### src/rtl/ma_result_fifo.sv
// Result FIFO behind the moving-average filter: show-ahead valid/ready output,
// fill level, sticky overflow and a saturating drop counter.
module ma_result_fifo #(
    parameter int DATA_WIDTH = 16,
    parameter int DEPTH      = 8
) (
    input  logic                    clk,
    input  logic                    rst_n,
    input  logic                    clear,
    input  logic [DATA_WIDTH-1:0]   in_data,
    input  logic                    in_valid,
    output logic [DATA_WIDTH-1:0]   out_data,
    output logic                    out_valid,
    input  logic                    out_ready,
    output logic [$clog2(DEPTH):0]  level,
    output logic                    full,
    output logic                    overflow,
    output logic [7:0]              drop_cnt
);

    localparam int ADDR_W = $clog2(DEPTH);
    localparam logic [ADDR_W:0] LVL_ONE  = {{ADDR_W{1'b0}}, 1'b1};
    localparam logic [ADDR_W:0] LVL_FULL = {1'b1, {ADDR_W{1'b0}}};
    localparam logic [ADDR_W:0] LVL_ZERO = {(ADDR_W+1){1'b0}};

    logic [DATA_WIDTH-1:0] mem_r [DEPTH];
    logic [ADDR_W:0]       wr_ptr_r, rd_ptr_r, level_r;
    logic [ADDR_W:0]       wr_ptr_nxt_s, rd_ptr_nxt_s, level_nxt_s;
    logic                  out_valid_r, full_r, overflow_r;
    logic                  out_valid_nxt_s, full_nxt_s, overflow_nxt_s;
    logic [7:0]            drop_cnt_r, drop_cnt_nxt_s;
    logic                  pop_s, push_s, drop_s, mem_we_s;

    // Handshake decode and next-state computation; clear overrides push and pop.
    always_comb begin
        pop_s           = out_valid_r && out_ready;
        push_s          = in_valid && (!full_r || pop_s);
        drop_s          = in_valid && full_r && !pop_s;
        mem_we_s        = push_s && !clear;
        wr_ptr_nxt_s    = wr_ptr_r;
        rd_ptr_nxt_s    = rd_ptr_r;
        level_nxt_s     = level_r;
        overflow_nxt_s  = overflow_r;
        drop_cnt_nxt_s  = drop_cnt_r;
        if (clear) begin
            wr_ptr_nxt_s   = LVL_ZERO;
            rd_ptr_nxt_s   = LVL_ZERO;
            level_nxt_s    = LVL_ZERO;
            overflow_nxt_s = 1'b0;
            drop_cnt_nxt_s = 8'd0;
        end else begin
            if (push_s) begin
                wr_ptr_nxt_s = wr_ptr_r + LVL_ONE;
            end else begin
                wr_ptr_nxt_s = wr_ptr_r;
            end
            if (pop_s) begin
                rd_ptr_nxt_s = rd_ptr_r + LVL_ONE;
            end else begin
                rd_ptr_nxt_s = rd_ptr_r;
            end
            case ({push_s, pop_s})
                2'b10:   level_nxt_s = level_r + LVL_ONE;
                2'b01:   level_nxt_s = level_r - LVL_ONE;
                default: level_nxt_s = level_r;
            endcase
            if (drop_s) begin
                overflow_nxt_s = 1'b1;
                if (drop_cnt_r != 8'hFF) begin
                    drop_cnt_nxt_s = drop_cnt_r + 8'd1;
                end else begin
                    drop_cnt_nxt_s = drop_cnt_r;
                end
            end else begin
                overflow_nxt_s = overflow_r;
                drop_cnt_nxt_s = drop_cnt_r;
            end
        end
        // Flags are registered from the next level so they never see in_valid/out_ready combinationally.
        out_valid_nxt_s = (level_nxt_s != LVL_ZERO);
        full_nxt_s      = (level_nxt_s == LVL_FULL);
    end

    // Control state registers.
    always_ff @(posedge clk or negedge rst_n) begin
        if (!rst_n) begin
            wr_ptr_r    <= LVL_ZERO;
            rd_ptr_r    <= LVL_ZERO;
            level_r     <= LVL_ZERO;
            out_valid_r <= 1'b0;
            full_r      <= 1'b0;
            overflow_r  <= 1'b0;
            drop_cnt_r  <= 8'd0;
        end else begin
            wr_ptr_r    <= wr_ptr_nxt_s;
            rd_ptr_r    <= rd_ptr_nxt_s;
            level_r     <= level_nxt_s;
            out_valid_r <= out_valid_nxt_s;
            full_r      <= full_nxt_s;
            overflow_r  <= overflow_nxt_s;
            drop_cnt_r  <= drop_cnt_nxt_s;
        end
    end

    // Sample storage; contents are don't-care until written, so no reset.
    always_ff @(posedge clk) begin
        if (mem_we_s) begin
            mem_r[wr_ptr_r[ADDR_W-1:0]] <= in_data;
        end
    end

    assign out_data  = out_valid_r ? mem_r[rd_ptr_r[ADDR_W-1:0]] : {DATA_WIDTH{1'b0}};
    assign out_valid = out_valid_r;
    assign level     = level_r;
    assign full      = full_r;
    assign overflow  = overflow_r;
    assign drop_cnt  = drop_cnt_r;

endmodule

### config.mk
export PLATFORM = sky130hd
export DESIGN_NAME = ma_result_fifo
export DESIGN_NICKNAME = d
export VERILOG_FILES = /design/src/rtl/ma_result_fifo.sv
export SDC_FILE = /design/constraint.sdc
export NUM_CORES = 1
export LEC_CHECK = 0
export BUFFER_PORTS_ARGS = -buffer_cell sky130_fd_sc_hd__buf_2
export CORE_MARGIN = 3
export CORE_UTILIZATION = 64
export CTS_CLUSTER_DIAMETER = 40
export DETAILED_ROUTE_END_ITERATION = 6
export PLACE_DENSITY = 0.89
export RECOVER_POWER = 100
export SKIP_LAST_GASP = 1
export SYNTH_ARGS = -nofsm -noshare
export SYNTH_HDL_FRONTEND = slang
export SYNTH_SLANG_ARGS = --single-unit
### constraint.sdc
create_clock -name clk -period 4.6 [get_ports clk]
set_clock_uncertainty 0.05 [all_clocks]
set_input_delay 0.69 -clock clk [delete_from_list [all_inputs] [get_ports clk]]
set_output_delay 0.69 -clock clk [all_outputs]
set_load 0.005 [all_outputs]
==> results.txt, run 1 <==
Setup repair after global routing left no endpoint under its margin. The floorplan step set the die height to between 100 and 150 um. After synthesis the netlist holds a flip-flop and latch count of 149. The largest net degree at the start of global routing is 35. The final-layout setup total negative slack is 0 ns. The synthesized design spends more area on one cell type than any other, namely sky130_fd_sc_hd__edfxtp_1. sky130_fd_sc_hd__edfxtp_1 is the most common cell in the netlist.

During synthesis, Yosys emitted a total of 0 warnings. The peak supply drop is just over 0.3 mV. The clock transition time at the flip-flop clock pins of the worst setup and hold paths came out at 0.07 ns. The number of global-route vias before repair is roughly 3400.

The insertion delay of the later-clocked pin in the worst-skew pair came out at 0.52 ns. Hold timing on the final database bottoms out at a slack of around 0.3 ns. The area growth from synthesis to final layout came out at 14.4%.

The via density per instance came out at 6.08. The per-instance average area after synthesis came out at about 18 sq um. The wire length per cell after detailed routing is 22.0 um. The number of buffers created by CTS came out at 17. The final weighted congestion of routability-driven global placement came out at 0.736.

The sequential area share after synthesis came out at 0.717. The critical path buffer and inverter count came out at 2. The initial antenna violation count is 0. The max-slew headroom at the worst pin is 0.213.

In this run the cell area of the synthesized design comes to roughly 6000 sq um. Counting every instance in the synthesized netlist gives between 300 and 400. The final worst slack came out at between 1 and 1.5 ns. The class of the tightest hold or removal check is in2async. The total setup buffers inserted after CTS came out at 0. The required arrival time at the worst endpoint came out at slightly below 4 ns. The detailed router's first-iteration violation count came out at ~320.

The count of nets left with antenna violations after detail routing is 0. The initial core utilization came out at 0.679. By startpoint and endpoint, the worst setup path is classified as reg2out.

The share of cells above drive strength 1 came out at 0.216. STA classifies the critical path startpoint as a register. The net count after synthesis came out at about 360. The first-pass GRT wire length came out at between 15 and 20 mm. The final core utilization is 0.776. After floorplanning, the core was sized to cover about 9000 sq um.

In this run, distinct cell masters in the synthesized netlist total 41. The count of cells resized by post-cts repair is 0. The kind of cell adding the most delay to the critical path is flip-flops.

The longest clock path from root to sink contains 2 buffers. The power density normalized to cell area is around 460 nW/um^2. The root buffer cell chosen for the clock tree is sky130_fd_sc_hd__clkbuf_8. The number of enable flip-flop cells after synthesis is 128.

The most used flip-flop cell after synthesis is sky130_fd_sc_hd__edfxtp_1. The post-cts hold buffer count is 0. The aggregate routed wire length came out at around 12 mm. The total congestion overflow after global routing came out at 0. The clock tree from TritonCTS is built. The deepest level of the CTS H-tree came out at 4.

The total of buffers placed on input and output ports is 51. The number of sinks on the clock net is between 100 and 150. After synthesis, the cell types taking the most area are sky130_fd_sc_hd__edfxtp_1 63%, sky130_fd_sc_hd__mux4_2 12%, sky130_fd_sc_hd__dfrtp_1 8.6%. The largest individual stage delay along the critical path comes from the cell sky130_fd_sc_hd__dfrtp_2. The overall global routing resource usage is 0.238. Subtracting the final worst setup slack from the clock period gives between 3 and 4 ns.

After synthesis, the most frequently instantiated cells are 128 x sky130_fd_sc_hd__edfxtp_1, 32 x sky130_fd_sc_hd__mux4_2, 21 x sky130_fd_sc_hd__dfrtp_1. The final count of negative-setup-slack endpoints came out at 0. The design draws roughly 3.2 mW. The maximum clock rate came out at 293 MHz.

Traced cell by cell, the critical path runs through buf_4 -> mux4_2 -> mux2i_1 -> nor2b_1 -> clkbuf_1. The run finished with clean final reports. The maximum fanout along the worst path came out at 23. The overall die width is roughly 100 um. The number of violations of the max-capacitance limit came out at 0. In the final design database the tool counted between 400 and 500 nets. The number of antenna diodes in the final layout is 0. The die covers between 10000 and 15000 sq um.

The total via count in the routed design is approximately 3200. The transition time at the pin with the least slew margin is between 1 and 1.5 ns. The max-slew violation count came out at 0.

The leakage power of the design came out at about 2.3 nW. The remaining routing DRC violations is 0. The number of hold violations in the final report came out at 0. In this run the core area contains 34 standard-cell rows. The share of flip-flops with an asynchronous set or reset after synthesis is 0.141.

The delay contributed by the slowest stage of the critical path came out at approximately 0.85 ns. The worst setup path is captured at an output pin. Once detailed placement completed, the half-perimeter wirelength came to 6.89 mm.

Before CTS, the worst setup slack after placement is approximately 1.6 ns. The number of top-level pins came out at 52. The signal arrival time at the worst endpoint is approximately 2.7 ns. The part of the cycle the worst path needs is 0.741. Of the post-synthesis cell area, the dominant cell type holds 0.631.

The detailed-router iteration count before antenna repair is 4.
[logic make-up (layout without fill, tap and decap cells)]
| logic type | Yosys count | count (layout) | share of synthesized area |
|---|---|---|---|
| flip-flops | 149 | 149 | 0.717 |
| buffers and inverters | 20 | 95 | 0.0152 |
| multiplexers | 52 | 52 | 0.151 |
| XOR/XNOR | 10 | 10 | 0.0144 |
| AND/OR/NAND/NOR | 71 | 71 | 0.0616 |
| adder cells (fa/ha/maj) | 6 | 6 | 0.0123 |
| AO/OA/AOI/OAI | 24 | 24 | 0.0281 |
[registers in the layout, summed over array words and instances, names as in the netlist]
register,flops
overflow,1
full,1
drop_cnt,8
rd_ptr_r,3
level,4
mem_r,128
wr_ptr_r,3
out_valid,1
[cell type report]
cell class / count / area [sq um]
Sequential cell: 149 / 4370
Fill cell: 491 / 2010
Multi-Input combinational cell: 163 / 1620
Timing Repair Buffer: 60 / 253
Tap cell: 126 / 158
Inverter: 3 / 11.3
Clock inverter: 15 / 139
Clock buffer: 17 / 414
[path summary, 6_finish.rpt]
check	start	end	slack [ns]	cells past startpoint
min reg2reg	overflow	overflow	0.44	2
max	rd_ptr_r[0]	out_data[15]	1.19	5
min in group clk	overflow	overflow	0.44	2
min	rst_n	drop_cnt[7]	0.30	1
max in group asynchronous	rst_n	rd_ptr_r[0]	3.45	1
max reg2reg	out_valid	mem_r[6][2]	1.22	5
[per-layer routing]
layer  GRT usage  share of wire
met5           0              0
met4      0.0826          0.018
met3      0.0641          0.068
met2       0.388           0.52
met1       0.316           0.39
[per-stage QoR]
step,instance area (sq um),std cells
2_1_floorplan,6090,332
3_3_place_gp,6500,501
3_5_place_dp,6500,501
4_1_cts,7060,533
5_1_grt,6970,533
6_report,6970,533
[power breakdown]
group / switching, mW / total (mW) / internal [mW]
Combinational: 0.167 / 0.370 / 0.203
Clock: 0.587 / 1.28 / 0.688
Sequential: 0.0861 / 1.59 / 1.51
[layout by cell type, fill, tap and decap left out, types with 2 or more instances in the layout]
cell	n
sky130_fd_sc_hd__a211o_1	2
sky130_fd_sc_hd__a21oi_1	9
sky130_fd_sc_hd__buf_2	15
sky130_fd_sc_hd__clkbuf_1	40
sky130_fd_sc_hd__clkbuf_16	16
sky130_fd_sc_hd__clkbuf_2	4
sky130_fd_sc_hd__clkinvlp_4	3
sky130_fd_sc_hd__dfrtp_1	19
sky130_fd_sc_hd__dfrtp_2	2
sky130_fd_sc_hd__edfxtp_1	128
sky130_fd_sc_hd__ha_1	6
sky130_fd_sc_hd__inv_1	3
sky130_fd_sc_hd__inv_6	4
sky130_fd_sc_hd__inv_8	5
sky130_fd_sc_hd__mux2i_1	19
sky130_fd_sc_hd__mux4_2	32
sky130_fd_sc_hd__nand2_1	7
sky130_fd_sc_hd__nand2b_1	3
sky130_fd_sc_hd__nand3_1	7
sky130_fd_sc_hd__nand4_1	3
sky130_fd_sc_hd__nor2_1	20
sky130_fd_sc_hd__nor2b_1	17
sky130_fd_sc_hd__nor3b_1	2
sky130_fd_sc_hd__o211ai_1	2
sky130_fd_sc_hd__o21ai_0	2
sky130_fd_sc_hd__o31ai_1	2
sky130_fd_sc_hd__or3_1	3
sky130_fd_sc_hd__or4_1	2
sky130_fd_sc_hd__xor2_1	9
Note: power is estimated with default switching activity, not from simulation.
==> inputs of run 2 (changes only) <==
--- a/config.mk
+++ b/config.mk
@@ -7,10 +7,10 @@
 export LEC_CHECK = 0
 export BUFFER_PORTS_ARGS = -buffer_cell sky130_fd_sc_hd__buf_2
 export CORE_MARGIN = 3
-export CORE_UTILIZATION = 64
+export CORE_UTILIZATION = 53
 export CTS_CLUSTER_DIAMETER = 40
 export DETAILED_ROUTE_END_ITERATION = 6
-export PLACE_DENSITY = 0.89
+export PLACE_DENSITY = 0.79
 export RECOVER_POWER = 100
 export SKIP_LAST_GASP = 1
 export SYNTH_ARGS = -nofsm -noshare
==> constraint.sdc (replaced) <==
create_clock -name clk -period 3 [get_ports clk]
set_clock_uncertainty 0.05 [all_clocks]
set_input_delay 0.45 -clock clk [delete_from_list [all_inputs] [get_ports clk]]
set_output_delay 0.45 -clock clk [all_outputs]
set_load 0.005 [all_outputs]
==> run 2 against run 1 <==
Global-route usage decreased by 4.6 points. Via count is 1.5% lower. Wire length decreased by 2.9%. Core utilization fell by 14 points. Clock power is 44% higher. Largest cell class unchanged. First-iteration DRC count decreased by 43%. Critical path depth is the same. Critical endpoint is now out_data[9]. Sequential power up 49%.
==> results.txt, run 2 (same netlist as run 1, synthesis figures left out) <==
The final core utilization is 0.635. The die height came out at around 110 um. The wire length per cell after detailed routing is between 20 and 25 um. The post-layout instance count excluding filler cells came out at 553. The placed wire-length estimate after detailed placement is 7.00 mm. The final worst slack is ~0.21 ns. The number of top-level pins came out at 52. Of the cells placed in the final design, the portion with a size suffix greater than 1 is 0.223. The maximum fanout along the worst path came out at 34. The maximum clock rate came out at about 360 MHz. The deepest level of the CTS H-tree is 4. The area inside the core boundary came out at between 10000 and 15000 sq um. The count of nets left with antenna violations after detail routing is 0. The net switching power of the design came out at between 1 and 1.5 mW.

The number of buffers created by CTS came out at 17. Global routing finished with a remaining overflow of 0. TritonCTS built the clock tree. The nature of the critical path startpoint is a register.

The commonest non-fill, non-tap cell in the layout is sky130_fd_sc_hd__edfxtp_1. The proportion of power drawn by combinational gates is 0.136. The final-layout setup total negative slack came out at 0 ns. The net switching share of the total power came out at 0.243. In the global route stage, overall resource usage came out at 0.192.

The overall die width came out at 113 um. The met2 layer usage reported by global route came out at 0.315. The maximum root-to-sink buffer count came out at 2. Summed over all cells, the static leakage comes to between 2 and 2.5 nW. The top cell types in the final layout, fill and taps aside, are 128 x sky130_fd_sc_hd__edfxtp_1, 40 x sky130_fd_sc_hd__clkbuf_1, 32 x sky130_fd_sc_hd__mux4_2. The total of buffers placed on input and output ports came out at 51. At the end of routability-driven placement, the weighted congestion stood at between 0.7 and 0.8. The max-slew violation count came out at 0.

The required arrival time at the worst endpoint came out at between 2 and 3 ns. The detailed-router iteration count before antenna repair is 4. The post-layout net count came out at around 430. The clock root buffer is sky130_fd_sc_hd__clkbuf_16. met2 is the most crowded layer.

The first global-routing pass estimated 18.0 mm of wire. Clock-pin slew was measured on the worst setup and hold paths at about 0.060 ns. The total setup buffers inserted after CTS came out at 0. The critical path in this run is classified as reg2out.

The detailed router's first-iteration violation count is between 150 and 200. The floorplan step defined a die boundary enclosing 12800 sq um. The remaining routing DRC violations is 0.

The initial antenna violation count was 0. For the pin with the worst max-slew slack, the measured transition is ~1.1 ns. The floorplan has 38 rows. Among all stages on the critical path, the largest delay is contributed by sky130_fd_sc_hd__clkbuf_2.

The post-layout minimum cycle time is 2.79 ns. The number of hold violations in the final report came out at 0. For the worst setup path, the data arrival time is ~2.3 ns. The class of the tightest hold or removal check is in2reg. The critical path goes through clkbuf_2 -> mux4_2 -> mux2i_1 -> nor2b_1 -> clkbuf_1. The initial core utilization came out at 0.552.

The via density per instance is roughly 5.8. On the worst path, the slowest cell contributes a delay of around 0.70 ns. Entering global routing, the biggest net connects 35 pins.

The final count of negative-setup-slack endpoints came out at 0. The number of global-route vias before repair came out at approximately 3300. The met3 demand-to-capacity share in global routing came out at 0.0604. The total via count in the routed design is around 3200. The flip-flop count of the largest register after layout is ~130. The worst setup path is captured at an output pin. Setup repair after global routing left no endpoint under its margin. From synthesis to final layout, the design area changed by 15.0%. The post-cts hold buffer count is 1. The power density normalized to cell area is between 600 and 700 nW/um^2. The global routing usage on met1 is 0.250. The number of gates resized after CTS was 0.

The later pin in the worst-skew pair is clocked with a latency of ~0.41 ns. Counting both buffers and inverters, the worst setup path holds a total of 2. The aggregate routed wire length came out at ~11 mm. The kind of cell adding the most delay to the critical path is buffers and inverters. The part of the cycle the worst path needs is 0.929.

Of the total power, the clock network draws 0.377. Of the total power, registers draw 0.487. The number of antenna repair diodes came out at 0. After detailed placement, the design holds a cell count of 521. The number of sinks on the clock net came out at roughly 150. Cell internal power was estimated by the tool at between 3 and 4 mW.

Measured against its own limit, the worst slew margin works out to 0.239. The peak supply drop is 0.376 mV. The setup slack after placement came out at between 0.3 and 0.4 ns. The total of fill cells in the finished design is 787. The number of violations of the max-capacitance limit is 0. The run finished with clean final reports.
run 2: final cells by class:
class / count / area, sq um / area share
sequential: 149 / 4370 / 0.624
inverter: 3 / 11.3 / 0.00161
clock inverter: 12 / 82.6 / 0.0118
multi-input combinational: 163 / 1620 / 0.232
timing repair buffer: 67 / 313 / 0.0446
clock buffer: 19 / 433 / 0.0618
tap: 140 / 175 / 0.0250
run 2: final timing paths:
path	start	to	slack [ns]	cells after the start
setup reg to reg	out_valid	full	0.29	9
hold / removal	in_valid	wr_ptr_r[1]	0.31	3
min in group asynchronous	rst_n	drop_cnt[0]	0.73	2
setup / recovery	rd_ptr_r[1]	out_data[9]	0.21	5
max in group asynchronous	rst_n	rd_ptr_r[0]	1.40	2
hold reg to reg	overflow	overflow	0.46	2
run 2: metrics by stage:
step                hold slack, ns  cell area (sq um)  total power [mW]
CTS                          0.234               7150              4.94
floorplan                    0.104               6090              2.88
finish                       0.308               7010              4.87
global route                 0.325               7010              5.09
global placement             0.387               6630              3.09
detailed placement           0.388               6630              3.11
run 2: metal layers:
metal / up-vias / wire [um] / share of wire
met5: - / 0 / 0
met4: 0 / 132 / 0.012
met3: 14 / 616 / 0.054
met2: 87 / 5940 / 0.52
met1: 1633 / 4690 / 0.41
li1: 1458 / - / -
run 2: worst reg2reg max path, stage by stage, from the launching register on:
cell	delay, ns
sky130_fd_sc_hd__dfrtp_1	0.55
sky130_fd_sc_hd__a21bo_2	0.23
sky130_fd_sc_hd__nand2_1	0.14
sky130_fd_sc_hd__ha_1	0.29
sky130_fd_sc_hd__xor2_1	0.19
sky130_fd_sc_hd__ha_1	0.19
sky130_fd_sc_hd__a21oi_1	0.12
sky130_fd_sc_hd__mux2_1	0.39
sky130_fd_sc_hd__xor2_1	0.17
sky130_fd_sc_hd__a2111oi_2	0.28
run 2: power groups by stage:
stage | combinational (mW) | clock (mW) | sequential [mW]
2_1_floorplan | 0.487 | 0 | 2.39
3_3_place_gp | 0.679 | 0 | 2.41
3_5_place_dp | 0.689 | 0 | 2.42
4_1_cts | 0.695 | 1.87 | 2.37
5_1_grt | 0.732 | 1.98 | 2.38
6_report | 0.660 | 1.84 | 2.37
==> inputs of run 3 (changes only) <==
--- a/config.mk
+++ b/config.mk
@@ -12,6 +12,7 @@
 export DETAILED_ROUTE_END_ITERATION = 6
 export PLACE_DENSITY = 0.79
 export RECOVER_POWER = 100
+export REMOVE_ABC_BUFFERS = 1
 export SKIP_LAST_GASP = 1
 export SYNTH_ARGS = -nofsm -noshare
 export SYNTH_HDL_FRONTEND = slang
==> run 3 against run 2 <==
Core utilization hardly changed. Via count decreased by 0.50%. Final area about the same. Cell count decreased by 0.18%. Power increased by 1.6%. Sequential power barely moved. First-iteration DRC count grew 43%. Setup slack better by 0.063 ns. Sequential share of layout area about the same. Worst hold slack about the same. Critical path type unchanged. Critical endpoint is now out_data[7]. Largest cell class unchanged.
==> results.txt, run 3 (same netlist as run 1, synthesis figures left out) <==
The number of sinks on the clock net is around 150. The path with the worst hold slack has its endpoint at wr_ptr_r[1]. The worst-path cell with the longest stage delay is sky130_fd_sc_hd__dfrtp_1.

The number of hold violations in the final report was 0. The share of power burned in the clock network came out at 0.389. The remaining routing DRC violations is 0. The die height is approximately 110 um. From synthesis to final layout, the design area changed by 15.0%.

For this configuration, the core starts out at a cell density of 0.552. Setup repair after global routing left no endpoint under its margin. The leakage power of the design is 2.34 nW.

The count of nets left with antenna violations after detail routing came out at 0. The worst hold path stage count came out at 3. The total via count in the routed design is 3176. The cell count of the worst reg-to-reg path came out at 9. The nature of the critical path startpoint is a register. The final worst slack is between 0.2 and 0.3 ns. The placement row count came out at 38. The number of top-level pins is 52. For this run, the slowest stage of the critical path takes around 0.55 ns. The run finished with clean final reports.

The worst hold path begins at in_valid. The critical path is of the reg2out type. The H-tree was split into 4 levels. The number of antenna repair diodes is 0.

The total of buffers placed on input and output ports is just over 50. The worst register-to-register path begins at out_valid. The max-slew violation count came to 0. The post-cts hold buffer count came out at 1.

The worst path needs ~2.7 ns of the cycle, external delays included. The initial antenna violation count is 0. The placed wire-length estimate after detailed placement came out at 6.76 mm. The required arrival time at the worst endpoint came out at about 2.5 ns. Clock latency on the worst-skew pair, taken at its later pin, is about 0.4 ns.

Of the total power, registers draw 0.480. The end of the worst register-to-register path is full. The congestion estimate from routability-driven global placement came to 0.752.

The proportion of power drawn by combinational gates came out at 0.131. The maximum clock rate came out at ~370 MHz. In the routed layout, each cell is associated on average with a via count of between 5 and 6.

Leaving out fill and tap cells, the most frequent cells in the layout are 128 x sky130_fd_sc_hd__edfxtp_1, 44 x sky130_fd_sc_hd__clkbuf_1, 32 x sky130_fd_sc_hd__mux4_2. VDD sags by at most 0.523 mV. The first-pass GRT wire length came out at around 18 mm. Traced cell by cell, the critical path runs through buf_12 -> mux4_2 -> mux2i_1 -> nor2b_1 -> clkbuf_1. The count of cells resized by post-cts repair is 0. The register with the most flip-flops in the layout has roughly 130 of them. The clock transition time at the flip-flop clock pins of the worst setup and hold paths is ~0.060 ns. The maximum fanout along the worst path is 30.

Of the total power, the share spent switching nets is 0.239. The overall die area came out at ~13000 sq um. The type of destination of the critical path is an output pin. The number of global-route vias before repair came out at 3332. The total setup buffers inserted after CTS is 0. For this design the ratio of total power to cell area is 706 nW/um^2. Dividing the detail-routed wire length by the instance count gives between 20 and 25 um. The tree is rooted in a sky130_fd_sc_hd__clkbuf_16.

The die is about 110 um wide. The final count of negative-setup-slack endpoints came out at 0. The detailed-router iteration count before antenna repair came out at 4. The aggregate routed wire length came out at 11.3 mm. The area inside the core boundary is roughly 11000 sq um.

The clock tree from TritonCTS is built. The maximum root-to-sink buffer count came out at 2. The number of buffers created by CTS came out at 17. At the pin with the least slew margin, the transition time is roughly 1.2 ns. The detailed router's first-iteration violation count is 262. The signal arrival time at the worst endpoint came out at 2.22 ns. The minimum setup slack among reg-to-reg paths came out at slightly below 0.3 ns. The analysis attributes to net switching a power of between 1 and 1.5 mW. The library cell used most frequently in the layout, excluding fill and tap cells, is sky130_fd_sc_hd__edfxtp_1.

The largest net degree at the start of global routing came out at 33. Headroom to the max-slew limit came out at 0.209. The share of cells above drive strength 1 is 0.197. Adding up every negative setup slack in the final design gives 0 ns. The overall global routing resource usage is 0.190.

The internal power of the cells totals about 3.8 mW. The number of violations of the max-capacitance limit came out at 0. The part of the cycle the worst path needs is 0.908. After the last flow step, the layout net total stands at roughly 430. The class of the tightest hold or removal check is in2reg. The setup slack after placement came out at just over 0.3 ns. Global routing finished with a remaining overflow of 0.
==> run 3: final cells by class <==
class,instances,area [sq um]
clock buffers,18,429
clock inverters,14,110
fillers,790,4020
inverters,3,11.3
multi-input cells,163,1620
flip-flops and latches,149,4370
well taps,140,175
repair buffers,65,295
==> run 3: critical path, delay by kind of cell (launching register included) <==
family / cells / cell delay, ns
buffers and inverters: 2 / 0.42
DFF: 1 / 0.55
muxes: 2 / 0.74
and+or+nand+nor: 1 / 0.08
==> run 3: power groups by stage <==
stage / combinational (mW) / sequential (mW) / clock, mW
6_report: 0.650 / 2.37 / 1.92
5_1_grt: 0.722 / 2.38 / 2.06
4_1_cts: 0.697 / 2.38 / 1.97
3_5_place_dp: 0.691 / 2.42 / 0
3_3_place_gp: 0.669 / 2.41 / 0
2_1_floorplan: 0.380 / 2.46 / 0
==> run 3: per-stage QoR <==
step	utilization	power [mW]	instance area, sq um	hold slack (ns)	instances
6_report	0.635	4.95	7010	0.308	552
4_1_cts	0.645	5.04	7110	0.237	552
5_1_grt	0.635	5.16	7010	0.322	552
3_3_place_gp	0.595	3.08	6560	0.377	519
2_1_floorplan	-	2.84	6010	0.104	315
3_5_place_dp	0.595	3.11	6560	0.384	519
==> run 3: worst max path at each step <==
stage	start	end	slack [ns]	cells past startpoint
after detailed placement	out_ready	full	0.31	10
after CTS	rd_ptr_r[0]	out_data[7]	0.30	5
after floorplan	out_valid	mem_r[0][0]	0.14	4
after global placement	out_ready	full	0.39	10
after global routing	rd_ptr_r[0]	out_data[4]	0.12	5
final	rd_ptr_r[0]	out_data[7]	0.28	5
==> run 3: routing by layer <==
metal / vias up / global-route usage / routed length [um]
met5: - / 0 / 0
met4: 0 / 0.0561 / 128
met3: 9 / 0.0572 / 810
met2: 112 / 0.312 / 5890
met1: 1603 / 0.249 / 4500
li1: 1452 / - / -
